===== config.mk =====
export PLATFORM = sky130hd
export DESIGN_NAME = sram2_read_packer
export DESIGN_NICKNAME = d
export VERILOG_FILES = /design/src/rtl/sram2_pkg.sv /design/src/rtl/sram2_rd_strobe_delay.sv /design/src/rtl/sram2_read_packer.sv
export SDC_FILE = /design/constraint.sdc
export NUM_CORES = 1
export LEC_CHECK = 0
export ABC_CLOCK_PERIOD_IN_PS = 3650
export BUFFER_PORTS_ARGS = -buffer_cell sky130_fd_sc_hd__buf_2
export CAP_MARGIN = 10
export CORE_MARGIN = 5
export CORE_UTILIZATION = 47
export DETAILED_ROUTE_END_ITERATION = 12
export HOLD_SLACK_MARGIN = 0.03
export PLACE_DENSITY = 0.8
export SLEW_MARGIN = 20
export SYNTH_ARGS = -nofsm -noshare
export SYNTH_HDL_FRONTEND = slang
export SYNTH_HIERARCHICAL = 1
export SYNTH_SLANG_ARGS = --single-unit

===== constraint.sdc =====
create_clock -name clk -period 3.65 [get_ports clk]
set_clock_uncertainty 0.1 [all_clocks]
set_input_delay 0.365 -clock clk [delete_from_list [all_inputs] [get_ports clk]]
set_output_delay 0.365 -clock clk [all_outputs]
set_load 0.02 [all_outputs]

===== src/rtl/sram2_pkg.sv =====
// sram2_pkg: shared state type and widths for the SRAM2 read-side packer.
package sram2_pkg;
    typedef enum logic [1:0] {PK_IDLE, PK_FILL, PK_FULL} pack_state_t;
    localparam int AES_BLOCK_BYTES = 16;
    localparam int SRAM2_DATA_W = 8;
endpackage


===== src/rtl/sram2_rd_strobe_delay.sv =====
// sram2_rd_strobe_delay: delays the SRAM2 read strobe by RD_LATENCY cycles so
// the capture strobe lines up with the returned read data.
module sram2_rd_strobe_delay
    import sram2_pkg::*;
#(
    parameter int RD_LATENCY = 1
) (
    input  logic clk,
    input  logic n_rst,
    input  logic r_en,
    output logic cap
);
    logic [RD_LATENCY-1:0] sr;

    always_ff @(posedge clk) begin
        if (!n_rst) begin
            sr <= '0;
        end else begin
            sr[0] <= r_en;
            for (int i = 1; i < RD_LATENCY; i++) sr[i] <= sr[i-1];
        end
    end

    assign cap = sr[RD_LATENCY-1];
endmodule


===== src/rtl/sram2_read_packer.sv =====
// sram2_read_packer: packs SRAM2 read bytes into a NUM_BYTES block for the AES datapath.
// Define SRAM2_PACK_LSB_FIRST_EN to place byte 0 in the LSB instead of the MSB.
module sram2_read_packer
    import sram2_pkg::*;
#(
    parameter int NUM_BYTES  = AES_BLOCK_BYTES,
    parameter int RD_LATENCY = 1
) (
    input  logic                                clk,
    input  logic                                n_rst,
    input  logic                                start,
    input  logic                                r_en,
    input  logic [SRAM2_DATA_W-1:0]             r_data,
    input  logic                                out_ready,
    output logic                                out_valid,
    output logic [SRAM2_DATA_W*NUM_BYTES-1:0]   out_block,
    output logic [$clog2(NUM_BYTES):0]          byte_cnt,
    output logic                                overrun
);
    localparam int CW = $clog2(NUM_BYTES) + 1;
    localparam int BW = SRAM2_DATA_W * NUM_BYTES;
    localparam logic [CW-1:0] FULL_CNT = CW'(NUM_BYTES);

    pack_state_t state, state_n;
    logic [CW-1:0] cnt_n, slot;
    logic [BW-1:0] blk_n;
    logic          ovr_n, cap, wr, restart;

    function automatic int slot_lsb(input logic [CW-1:0] k);
`ifdef SRAM2_PACK_LSB_FIRST_EN
        return SRAM2_DATA_W * int'(k);
`else
        return SRAM2_DATA_W * (NUM_BYTES - 1 - int'(k));
`endif
    endfunction

    sram2_rd_strobe_delay #(.RD_LATENCY(RD_LATENCY)) u_delay (
        .clk   (clk),
        .n_rst (n_rst),
        .r_en  (r_en),
        .cap   (cap)
    );

    always_comb begin
        state_n = state;
        cnt_n   = byte_cnt;
        blk_n   = out_block;
        ovr_n   = overrun;
        slot    = byte_cnt;
        wr      = 1'b0;
        restart = 1'b0;
        case (state)
            PK_IDLE: restart = start;
            PK_FILL: begin
                restart = start;
                wr      = cap;
            end
            PK_FULL: begin
                if (out_ready) begin
                    state_n = PK_IDLE;
                    cnt_n   = '0;
                    restart = start;
                end
            end
            default: state_n = PK_IDLE;
        endcase
        if (restart) begin
            state_n = PK_FILL;
            cnt_n   = '0;
            slot    = '0;
            ovr_n   = 1'b0;
        end
        // a byte landing together with a restart goes into slot 0
        if (wr) begin
            blk_n[slot_lsb(slot) +: SRAM2_DATA_W] = r_data;
            cnt_n = slot + CW'(1);
            state_n = (cnt_n == FULL_CNT) ? PK_FULL : state_n;
        end
        ovr_n = (cap && state != PK_FILL) ? 1'b1 : ovr_n;
    end

    always_ff @(posedge clk) begin
        if (!n_rst) begin
            state     <= PK_IDLE;
            byte_cnt  <= '0;
            out_block <= '0;
            overrun   <= 1'b0;
        end else begin
            state     <= state_n;
            byte_cnt  <= cnt_n;
            out_block <= blk_n;
            overrun   <= ovr_n;
        end
    end

    assign out_valid = (state == PK_FULL);
endmodule


# Word level (Yosys, flattened, before mapping)
# Cells that the tools add are included.
# word_totals
reg_bits	137
input_bits	13
output_inout_bits	135
elab_cells	37
# op_classes
add_sub_neg	3
eq_ne	4
shift	2
muxes	16
n_reduce_logical	7
# op_table
op	count
$bwmux W128	1
$shift A8 B33 Y128 const A	1
$shiftx A8 B33 Y128	1
$neg A9 Y33	1
$mux W5	5
$mux W2	4
$reduce_bool A3 Y1	2
$sub A4 B5 Y6 const A	1
$add A5 B1 Y5 const B	1
$eq A5 B5 Y1 const B	1
$mux W1	4
$pmux W2 S2	1
$eq A2 B1 Y1 const B	1
$eq A2 B2 Y1 const B	1
$logic_not A2 Y1	1
$ne A2 B1 Y1 const B	1
$pmux W1 S2	1
$reduce_and A2 Y1	1
$reduce_bool A2 Y1	1
$reduce_or A2 Y1	1
$logic_and A1 B1 Y1	1

# Longest topological paths before layout
# Gate-level depths: netlist of run 1.
# depth
ltp_word	8
depth_mapped	13
mapped_depth_nobuf	11

# Cells and area by module
# The synthesis of run 1 kept the hierarchy.
# by_module_without_submodules
module	instances	cells_per_inst	area_per_inst_um2	seq_area_each_um2
sram2_read_packer	1	566	5564.1	2722.6
sram2_rd_strobe_delay	1	2	26.3	20.0

# Worst setup path before layout of run 1
# Ideal clock, no wire load.
# synth_timing
path_type	input -> register
start	in out_ready
end	reg out_block[56]
setup_time_ns	0.128
arrival_time_ns	3.471
t_required_ns	3.422
slack_ns	-0.049
cell_stages	12
path_buffers	1
path_cell_list	nor2b_1 -> o21ai_1 -> and2_1 -> ha_1 -> clkbuf_1 -> nand4_1 -> ha_1 -> nor4b_2 -> nand4_1 -> a211oi_4 -> nand3_2 -> mux2i_1
# synth_between
elab_chain_len	7
word_cells_on_any_way	8
cone_classes	2 x add/sub; 2 x shift; 4 x mux
# synth_lines
element	line	source
from (decl)	sram2_read_packer.sv:14	input logic out_ready,
$mux W1 *	sram2_read_packer.sv:59	if (out_ready) begin
$pmux W1 S2 *	sram2_read_packer.sv:52	case (state)
$mux W5 *	sram2_read_packer.sv:67	if (restart) begin
$sub A4 B5 Y6 *	sram2_read_packer.sv:33	return SRAM2_DATA_W * (NUM_BYTES - 1 - int'(k));
$neg A9 Y33 *	sram2_read_packer.sv:75	blk_n[slot_lsb(slot) +: SRAM2_DATA_W] = r_data;
$shiftx A8 B33 Y128 or $shift A8 B33 Y128 (tied branches)	sram2_read_packer.sv:75	
$bwmux W128 *	sram2_read_packer.sv:75	
to (signal assigned)	sram2_read_packer.sv:91	out_block <= blk_n;
to (decl)	sram2_read_packer.sv:16	output logic [SRAM2_DATA_W*NUM_BYTES-1:0] out_block,
# Mark *: on every way between the ends. The rest lies on a longest branch, timed or not.
# A chain may end at the register's enable or synchronous reset.

# Worst setup path after layout of run 1
# layout_timing
start	reg state[0]
end	reg out_block[111]
# layout_between
elab_chain_len	8
word_cells_on_any_way	12
cone_classes	2 x add/sub; 2 x eq/ne; 2 x shift; 4 x mux; 2 x reduce/logical
# layout_lines
element	line	source
from (decl)	sram2_read_packer.sv:24	pack_state_t state, state_n;
from (signal assigned)	sram2_read_packer.sv:89	state <= state_n;
$eq A2 B1 Y1 or $logic_not A2 Y1 (tied branches)	sram2_read_packer.sv:52	
$reduce_or A2 Y1 (no line)	--	
$pmux W1 S2	sram2_read_packer.sv:52	
$mux W5	sram2_read_packer.sv:67	
$sub A4 B5 Y6	sram2_read_packer.sv:33	
$neg A9 Y33	sram2_read_packer.sv:75	
$shiftx A8 B33 Y128 or $shift A8 B33 Y128 (tied branches)	sram2_read_packer.sv:75	
$bwmux W128	sram2_read_packer.sv:75	
# Parallel ways exist; a longest one is shown, timed or not.

==> results of run 1 <==
[kinds of logic after synthesis]
family / Yosys count / synth area share, %
and+or+nand+nor: 233 / 19.9
DFF: 137 / 49.1
buffers and inverters: 39 / 2.86
muxes: 130 / 23.3
AOI/OAI and AO/OA: 19 / 2.98
adders and majority gates: 6 / 1.34
xor gates and xnor gates: 4 / 0.627
[critical path, cell delays in order, from the launching register on]
cell      delay, ns
dfxtp_1        0.37
nand3b_1       0.17
nand3_1        0.12
inv_1          0.10
ha_1           0.29
nand4_1        0.14
ha_1           0.33
nor4b_2        0.25
nand4_1        0.12
buf_4          0.18
a221oi_4       0.28
buf_4          0.19
nand3_2        0.26
mux2i_1        0.21
[timing repair]
action / 4_1_cts / 5_1_grt
resized for setup: 0 / 2
hold buffers: 0 / 0
setup endpoints to repair: 0 / 112
setup buffers: 0 / 4
[through the flow]
step	setup TNS, ns	instance area, um^2	cells	utilization (%)	total power (W)
finish	0	7060	871	61.3	0.00327
global placement	0	6450	836	56.0	0.00164
CTS	0	7020	867	61.0	0.00328
detailed placement	-0.316	6450	836	56.0	0.00164
global route	0	7060	871	61.3	0.00335
floorplan	0	5590	568	-	0.00160
[flip-flops by register name, summed over array words and instances (netlist names)]
signal,flops
overrun,1
u_delay/cap,1
state,2
byte_cnt,5
out_block,128
[cells in the final DEF, fill, tap and decap left out, types with 2 or more instances in the layout]
cell,n
clkinv_2,4
buf_2,146
nand2_1,152
inv_1,8
and4_1,3
nand2b_1,2
bufinv_16,2
and3_1,2
ha_1,6
xnor2_1,3
dfxtp_1,137
nand4_1,3
and3b_1,2
a21oi_1,3
clkinvlp_4,4
nor4b_2,2
clkinv_4,2
nand3_1,32
nor2_1,2
clkbuf_16,17
and2_1,5
mux2i_1,130
a22oi_1,4
o21a_1,2
buf_4,14
nand3_2,12
a21boi_0,3
nor2b_1,9
[metal layers]
| metal | part of all wire [%] | GRT usage (%) | vias up |
|---|---|---|---|
| met4 | 2.6 | 8.98 | 0 |
| met2 | 47 | 36.2 | 216 |
| met1 | 40 | 26.0 | 2295 |
| li1 | - | - | 2235 |
| met5 | 0 | 0 | - |
| met3 | 10 | 9.00 | 41 |
[cell type report]
cell class                 instances  area share (%)
tap                              143            2.54
timing repair buffer             160            11.8
multi-input combinational        392            38.2
inverter                           8           0.426
sequential                       137            38.9
clock inverter                    12            1.81
clock buffer                      19            6.28
[how the worst max path moves through the flow]
| stage | startpoint | to | slack [ns] |
|---|---|---|---|
| 2_1_floorplan | out_ready | out_block[100] | 0.1 |
| 3_3_place_gp | out_ready | out_block[71] | 0.1 |
| 3_5_place_dp | start | out_block[39] | -0.03 |
| 4_1_cts | state[0] | out_block[39] | 0.04 |
| 5_1_grt | state[0] | out_block[103] | 0.01 |
| 6_report | state[0] | out_block[111] | 0.37 |
[power by group through the flow]
| stage | sequential (W) | combinational (W) | clock [W] |
|---|---|---|---|
| after floorplan | 0.00154 | 0.0000581 | 0 |
| after global placement | 0.00154 | 0.000101 | 0 |
| after detailed placement | 0.00154 | 0.000103 | 0 |
| after CTS | 0.00150 | 0.000104 | 0.00168 |
| after global routing | 0.00150 | 0.000115 | 0.00174 |
| final | 0.00150 | 0.000107 | 0.00166 |
==> metrics.txt, run 1 <==
I/O pin total 148; Switch Pwr 0.000732 W; die width 119 um; clock power share 50.8%; Gate Count Post-Synth between 500 and 600; Final Slew Violations 0; endpoints failing setup 0; DP Wirelength 11400 um; Sw Share between 20% and 30%; layout cell share with drive strength beyond 1 28.8%; DRT Pass-1 Iters 5; CP Data Required Time around 3.8 ns; die area 0.0142 mm^2; LEAKAGE 3.69 nW; Core Box Area 0.0115 mm^2; P&R area growth vs syn 26.2%; Initial Util about half; CTS max path bufs 2; Max IR drop VDD ~0.0003 V; DR vias/cell about 5.5; Nets 735; Port Buffers roughly 150; max_slew headroom 41.7%; max cap viols 0; vias in the first global route 4890; r2r setup slk 0.37 ns; top-count cell post-synth nand2_1; antenna violations before repair 0; HP Class input port to flop; clk sinks 137; pin count of the biggest net entering global routing 91; main flop type after synthesis dfxtp_1; Seq cells post-synth 137; row cnt 39; synthesized area per cell 9.84 um^2; Post-Route WL around 16000 um; Cell Area, Synth 0.00559 mm^2; via count 4787; CTS tree built; R2R Path Start state[0]; Startpoint Class flop; Detail Route Antenna Nets 0; Worst Setup Slack, final 0.366 ns; Int Power 0.00254 W; Yosys top cell by area dfxtp_1; ANT cells 0; drt drc 0; Register Area 0.00274 mm^2; H-Tree Depth 4; part of the Yosys area used for sequential elements 49.1%; GRT Overall Usage 22.2%; worst slew pin tran 0.875 ns; yosys warns 6; min Tclk post-route 3.28 ns; GRT overflow 0; Syn Nets between 500 and 600; area of the multi-input gates 0.00270 mm^2; Arrival @ worst endpoint 3.46 ns; hold path endpoint u_delay/cap; CP Max Fanout 8; Reg clk slew, reported paths 0.06 ns; first-pass GRT wire length about 25000 um; worst setup path class flop to flop; chip height ~120 um; FF-to-FF End out_block[111]; Synth area leaders dfxtp_1 49%, mux2i_1 23%, nand2_1 10%; r2r worst-path depth 13; fmax 0.305 GHz; Synth top cells by count 152 x nand2_1, 137 x dfxtp_1, 130 x mux2i_1; PwrDens 464 mW/mm^2; Seq pwr share 46.0%; clk root buf clkbuf_16; Filler cells slightly below 1000; Hold Crit Start r_en; WHS between 0.04 and 0.05 ns; EDFF count, synth 0; final worst-path cycle share 90.0%; async set-reset flop share out of synthesis 0%; nature of the critical path endpoint flop; Yosys cell types 38; share of the synthesized area in the top cell type just under 50%; Inserted Clock Buffers 17; drt initial violations 314; Worst-Skew Late Latency 0.42 ns; unrepaired setup endpoints after global routing no; combinational power share under 10%; status completed; GP Congestion 0.883; final-report hold violation count 0; wire length per cell 18.3 um; WHS Path Cells 2; Setup WS pre-CTS -0.0302 ns
Power figures use the tool's default switching activity.
==> inputs of run 2 (changes only) <==
--- a/config.mk
+++ b/config.mk
@@ -9,12 +9,11 @@
 export BUFFER_PORTS_ARGS = -buffer_cell sky130_fd_sc_hd__buf_2
 export CAP_MARGIN = 10
 export CORE_MARGIN = 5
-export CORE_UTILIZATION = 47
+export CORE_UTILIZATION = 48
 export DETAILED_ROUTE_END_ITERATION = 12
 export HOLD_SLACK_MARGIN = 0.03
-export PLACE_DENSITY = 0.8
+export PLACE_DENSITY = 0.81
 export SLEW_MARGIN = 20
 export SYNTH_ARGS = -nofsm -noshare
 export SYNTH_HDL_FRONTEND = slang
-export SYNTH_HIERARCHICAL = 1
 export SYNTH_SLANG_ARGS = --single-unit
==> run 2 against run 1 <==
Compared with the run above:
- sequential share of layout area down 3.4 points
- via count up 11%
- first-iteration DRC count up 44%
- combinational power up 13%
- utilization up 0.33 points
- count of clock-buffer cells in the layout down 1
- register-to-register slack worse by 0.15 ns
- critical path depth unchanged
- non-clock buffer count up 20
- global-route usage about the same
- flip-flop and latch count unchanged
- routed wire length up 6.0%
- largest cell class is now multi-input combinational cells
==> metrics.txt, run 2 <==
status completed; EDFF count, synth 0; R2R Path Start state[0]; I/O pin total 148; P&R area growth vs syn 26.3%; DRT Pass-1 Iters 5; placed insts 960; final-report hold violation count 0; CP Max Fanout 16; Detail Route Antenna Nets 0; CP cell instances nand2b_1, a21oi_4, inv_1, ha_1, nand4_1, nand2b_1, ha_1, nor4b_1, nand4_1, a21oi_1, buf_4, nand4_2, mux2i_1; Max IR drop VDD 0.000284 V; Gate Count Post-Synth 658; H-Tree Depth 4; die width ~120 um; main flop type after synthesis dfxtp_1; part of the Yosys area used for sequential elements about 45%; Inserted Clock Buffers 17; Setup WS pre-CTS -0.0621 ns; LEAKAGE approximately 3.6 nW; Yosys top cell by area dfxtp_1; row cnt 41; CP Data Required Time 3.89 ns; Reg clk slew, reported paths 0.06 ns; CP max-delay cell nand4_2; r2r worst-path depth 13; GRT overflow 0; Initial Util about half; share of the synthesized area in the top cell type between 40% and 50%; Hold Crit Start r_en; max cap viols 0; CTS tree built; Seq cells post-synth 137; worst slew pin tran approximately 0.8 ns; max_slew headroom 45.6%; clk sinks around 140; Port Buffers between 100 and 150; via count 5310; endpoints failing setup 0; GRT Overall Usage about 22%; Final Slew Violations 0; yosys warns 0; drt initial violations 451; Worst-Skew Late Latency 0.42 ns; async set-reset flop share out of synthesis 0%; PwrDens 419 mW/mm^2; commonest non-fill, non-tap cell in the layout nand2_1; Synth area leaders dfxtp_1 45%, mux2i_1 20%, nand2_1 10%; TNS Setup 0 ns; layout cell share with drive strength beyond 1 28.9%; critical path depth 13; Yosys cell types 48; Startpoint Class flop; final std cells w/o fill between 900 and 1000; DR vias/cell 5.33; r2r setup slk around 0.22 ns; first-pass GRT wire length about 26000 um; Synth top cells by count 171 x nand2_1, 137 x dfxtp_1, 125 x mux2i_1; fmax 0.292 GHz; Cell Area, Synth approximately 0.006 mm^2; hold path endpoint u_delay.cap; min Tclk post-route 3.43 ns; vias in the first global route 5082; drt drc 0; max incr delay on CP 0.36 ns; top-count cell post-synth nand2_1; Arrival @ worst endpoint 3.67 ns; Worst Setup Slack, final 0.221 ns; GP Congestion 0.874; HP Class input port to flop; synthesized area per cell around 9.3 um^2; antenna violations before repair 0; ANT cells 0; Buffers & Inverters on Critical Path 2; WHS 0.0492 ns; FF-to-FF End out_block[123]; top flop regs out_block x128, byte_cnt x5, state x2; unrepaired setup endpoints after global routing yes; final worst-path cycle share approximately 94%; commonest non-fill, non-tap cells in the layout 171 x nand2_1, 146 x buf_2, 136 x dfxtp_1; max FFs per register between 100 and 150; Syn Nets 677; CTS max path bufs 2; WHS Path Cells 2; DP Wirelength 11900 um; Nets 830; delay-heaviest family, CP simple AND/OR/NAND/NOR gates; clk root buf clkbuf_16; chip height 123 um; Post-Route WL 16900 um; nature of the critical path endpoint flop; wire length per cell 17.0 um; worst setup path class flop to flop; Biggest register out_block; Core Box Area 0.0126 mm^2; pin count of the biggest net entering global routing 58; die area 0.0151 mm^2
==> run 2: changes by cell type after synthesis, sizes merged, moves of 3 or more <==
| cell | delta |
|---|---|
| buf | +10 |
| clkbuf | +5 |
| mux2i | -5 |
| nand2 | +19 |
| nand3 | -6 |
| nand4 | +28 |
| nor2 | +9 |
| nor2b | +5 |
| nor3 | +3 |
| nor4 | +4 |
| o21ai | +6 |
==> run 2: timing repair <==
item / 4_1_cts / 5_1_grt
setup buffers: 0 / 4
pin swaps: 0 / 2
hold buffers: 0 / 0
gates resized for setup: 1 / 4
endpoints found under the setup margin: 2 / 100
==> run 2: metrics by stage <==
stage | util [%] | instance area (um^2) | power, W
global route | 61.6 | 7740 | 0.00334
floorplan | - | 6130 | 0.00161
finish | 61.6 | 7740 | 0.00324
CTS | 61.2 | 7690 | 0.00326
detailed placement | 56.7 | 7130 | 0.00165
global placement | 56.7 | 7130 | 0.00165
==> run 2: layout make-up <==
| type | count | area [um^2] |
|---|---|---|
| fill | 1051 | 4830 |
| multi-input combinational | 469 | 3170 |
| sequential | 137 | 2740 |
| timing repair buffer | 180 | 1020 |
| clock buffer | 18 | 439 |
| tap | 172 | 215 |
| clock inverter | 14 | 123 |
| inverter | 6 | 22.5 |
==> run 2: worst reg2reg max path, cell delays in order (launching register included) <==
cell      delay, ns
dfxtp_1        0.30
nand2b_1       0.25
a21oi_4        0.29
inv_1          0.11
ha_1           0.23
nand4_1        0.11
nand2b_1       0.11
ha_1           0.24
nor4b_1        0.31
nand4_1        0.18
a21oi_1        0.20
buf_4          0.27
nand4_2        0.36
mux2i_1        0.29
==> run 2: logic make-up after synthesis <==
group	synth area share [%]
buffers and inverters	3.98
flip-flops	44.7
XOR/XNOR	0.980
adder cells (fa/ha/maj)	1.22
AO/OA/AOI/OAI	3.51
AND/OR/NAND/NOR	25.1
multiplexers	20.4
==> run 2: how the worst max path moves through the flow <==
stage	startpoint	end	slack, ns
floorplan	byte_cnt[0]	out_block[100]	0.04
global placement	out_ready	out_block[0]	0.03
detailed placement	out_ready	out_block[5]	-0.06
CTS	byte_cnt[0]	out_block[40]	0.12
global route	byte_cnt[0]	out_block[123]	-0.03
finish	state[0]	out_block[123]	0.22
==> run 2: metal layers <==
| metal | track usage [%] | share of wire (%) | vias to the layer above |
|---|---|---|---|
| li1 | - | - | 2580 |
| met1 | 28.9 | 43 | 2517 |
| met4 | 10.1 | 2.9 | 0 |
| met3 | 3.98 | 5.5 | 33 |
| met5 | 0 | 0 | - |
| met2 | 36.0 | 48 | 180 |
==> run 2: power by group <==
| group | switching (W) | internal (W) | total [W] | leakage, nW |
|---|---|---|---|---|
| clock network | 0.000661 | 0.000955 | 0.00162 | 0.265 |
| logic | 0.0000918 | 0.0000295 | 0.000121 | 2.23 |
| registers | 0.00000346 | 0.00150 | 0.00150 | 1.10 |
==> inputs of run 3 (changes only) <==
--- a/config.mk
+++ b/config.mk
@@ -12,7 +12,7 @@
 export CORE_UTILIZATION = 48
 export DETAILED_ROUTE_END_ITERATION = 12
 export HOLD_SLACK_MARGIN = 0.03
-export PLACE_DENSITY = 0.81
+export PLACE_DENSITY_LB_ADDON = 0.12
 export SLEW_MARGIN = 20
 export SYNTH_ARGS = -nofsm -noshare
 export SYNTH_HDL_FRONTEND = slang
==> run 3 against run 2 <==
Compared with the run above:
- flip-flop and latch count stayed put
- largest cell class unchanged
- first-iteration DRC count is 12% lower
- highest routed layer unchanged
- largest power group unchanged
- utilization is 1.0 points higher
- final cell count stayed put
- routed wire length is 3.2% higher
==> metrics.txt, run 3 (synthesized netlist as in run 2, its figures left out) <==
Startpoint Class flop; Arrival @ worst endpoint 3.71 ns; GRT Overall Usage 23.4%; Post-Route WL between 15000 and 20000 um; H-Tree Depth 4; worst setup path class flop to flop; Biggest register out_block; die width 123 um; Core Box Area 0.0126 mm^2; via count 5341; Worst-Skew Late Latency 0.42 ns; HP Class input port to flop; Port Buffers 147; PwrDens 463 mW/mm^2; max_slew headroom 31.8%; min Tclk post-route 3.51 ns; DRT Pass-1 Iters 4; final-report hold violation count 0; clock power share between 50% and 60%; CTS max path bufs 2; Nets 831; row cnt 41; Reg clk slew, reported paths 0.06 ns; CTS tree built; Sw Share 20.6%; commonest non-fill, non-tap cells in the layout 171 x nand2_1, 146 x buf_2, 136 x dfxtp_1; r2r setup slk 0.14 ns; Switch Pwr 0.000750 W; max FFs per register 128; met3 GRT Util 6.22%; DP Wirelength ~12000 um; Setup WS pre-CTS -0.117 ns; pin count of the biggest net entering global routing 66; vias in the first global route 5129; nature of the critical path endpoint flop; Int Power between 0.002 and 0.003 W; top flop regs out_block x128, byte_cnt x5, state x2; commonest non-fill, non-tap cell in the layout nand2_1; LEAKAGE 3.62 nW; wire length per cell 17.5 um; GR Util met2 37.2%; I/O pin total 148; Detail Route Antenna Nets 0; grt peak-use layer met2; GRT overflow 0; chip height 123 um; CP Data Required Time 3.85 ns; layout cell share with drive strength beyond 1 28.9%; antenna violations before repair 0; Max IR drop VDD approximately 0.00028 V; Initial Util 48.8%; DP Area 0.00707 mm^2; clk root buf clkbuf_16; Inserted Clock Buffers 17; combinational power share under 10%; clk sinks 137; CP Max Fanout 12; worst slew pin tran 1.02 ns; drt drc 0; max cap viols 0; Final Slew Violations 0; P&R area growth vs syn 28.4%; first-pass GRT wire length 27300 um; die area 0.0151 mm^2; post-route cell area 0.00787 mm^2; Global Route met1 Usage 30.7%; final worst-path cycle share 96.1%; ANT cells 0; fmax approximately 0.29 GHz; DR vias/cell about 5.4; WHS 0.169 ns; Filler cells 1096; Worst Setup Slack, final 0.141 ns; GP Congestion a little over 0.9; endpoints failing setup 0; Seq pwr share 41.4%; status completed; drt initial violations 396
==> run 3: changes by cell type in the layout (fill, tap and decap cells not counted), moves of 3 or more <==
| cell | change |
|---|---|
| clkinvlp_4 | -3 |
| nand4_2 | -3 |
| nand4_4 | +3 |
| inv_6 | -3 |
| bufinv_16 | +6 |
| buf_12 | -3 |
==> run 3: cell type report <==
cell class                      instances  area [um^2]  share of cell area [%]
Clock buffer                           18          439                    5.58
Clock inverter                         13          249                    3.16
Inverter                                6         22.5                   0.286
Multi-Input combinational cell        470         3210                    40.7
Sequential cell                       137         2740                    34.9
Tap cell                              172          215                    2.74
Timing Repair Buffer                  180          992                    12.6
==> run 3: critical path, cell delays in order, from the launching register on <==
cell      delay [ns]
dfxtp_2         0.43
and2_2          0.24
a21oi_4         0.09
or4_1           0.44
inv_1           0.08
ha_1            0.24
buf_4           0.18
nand2b_1        0.26
a211oi_1        0.44
and3_1          0.32
nand4_2         0.33
mux2i_1         0.21
==> run 3: repair_timing <==
| item | 4_1_cts | 5_1_grt |
|---|---|---|
| cloned | 0 | 1 |
| buffers inserted | 0 | 6 |
| hold buffers | 1 | 0 |
| pin swaps | 0 | 1 |
| gates resized for setup | 1 | 9 |
| endpoints found under the hold margin | 1 | 0 |
| setup endpoints to repair | 118 | 128 |
==> run 3: worst paths after layout <==
| check | cells past startpoint | end | start |
|---|---|---|---|
| max | 11 | out_block[13] | byte_cnt[0] |
| min | 3 | out_block[42] | r_data[2] |
| max reg2reg | 11 | out_block[13] | byte_cnt[0] |
| min reg2reg | 2 | out_block[44] | out_block[44] |
==> run 3: power groups by stage <==
stage | Clock, W | Combinational, W | Sequential (W)
after global placement | 0 | 0.000114 | 0.00154
after detailed placement | 0 | 0.000115 | 0.00154
after floorplan | 0 | 0.0000671 | 0.00154
after global routing | 0.00212 | 0.000129 | 0.00150
after CTS | 0.00204 | 0.000116 | 0.00150
final | 0.00201 | 0.000120 | 0.00151
==> run 3: layer usage <==
layer  share of wire [%]  vias up
li1                    -     2580
met1                  44     2559
met2                  48      176
met3                 6.0       26
met4                 2.1        0
met5                   0        -
==> run 3: metrics by stage <==
stage	util, %	total power, W	TNS, ns	cells
finish	62.6	0.00364	0	996
global route	62.6	0.00375	-0.0430	996
CTS	61.8	0.00366	0	989
detailed placement	56.2	0.00165	-9.04	957
global placement	56.2	0.00165	0	957
floorplan	-	0.00161	0	658
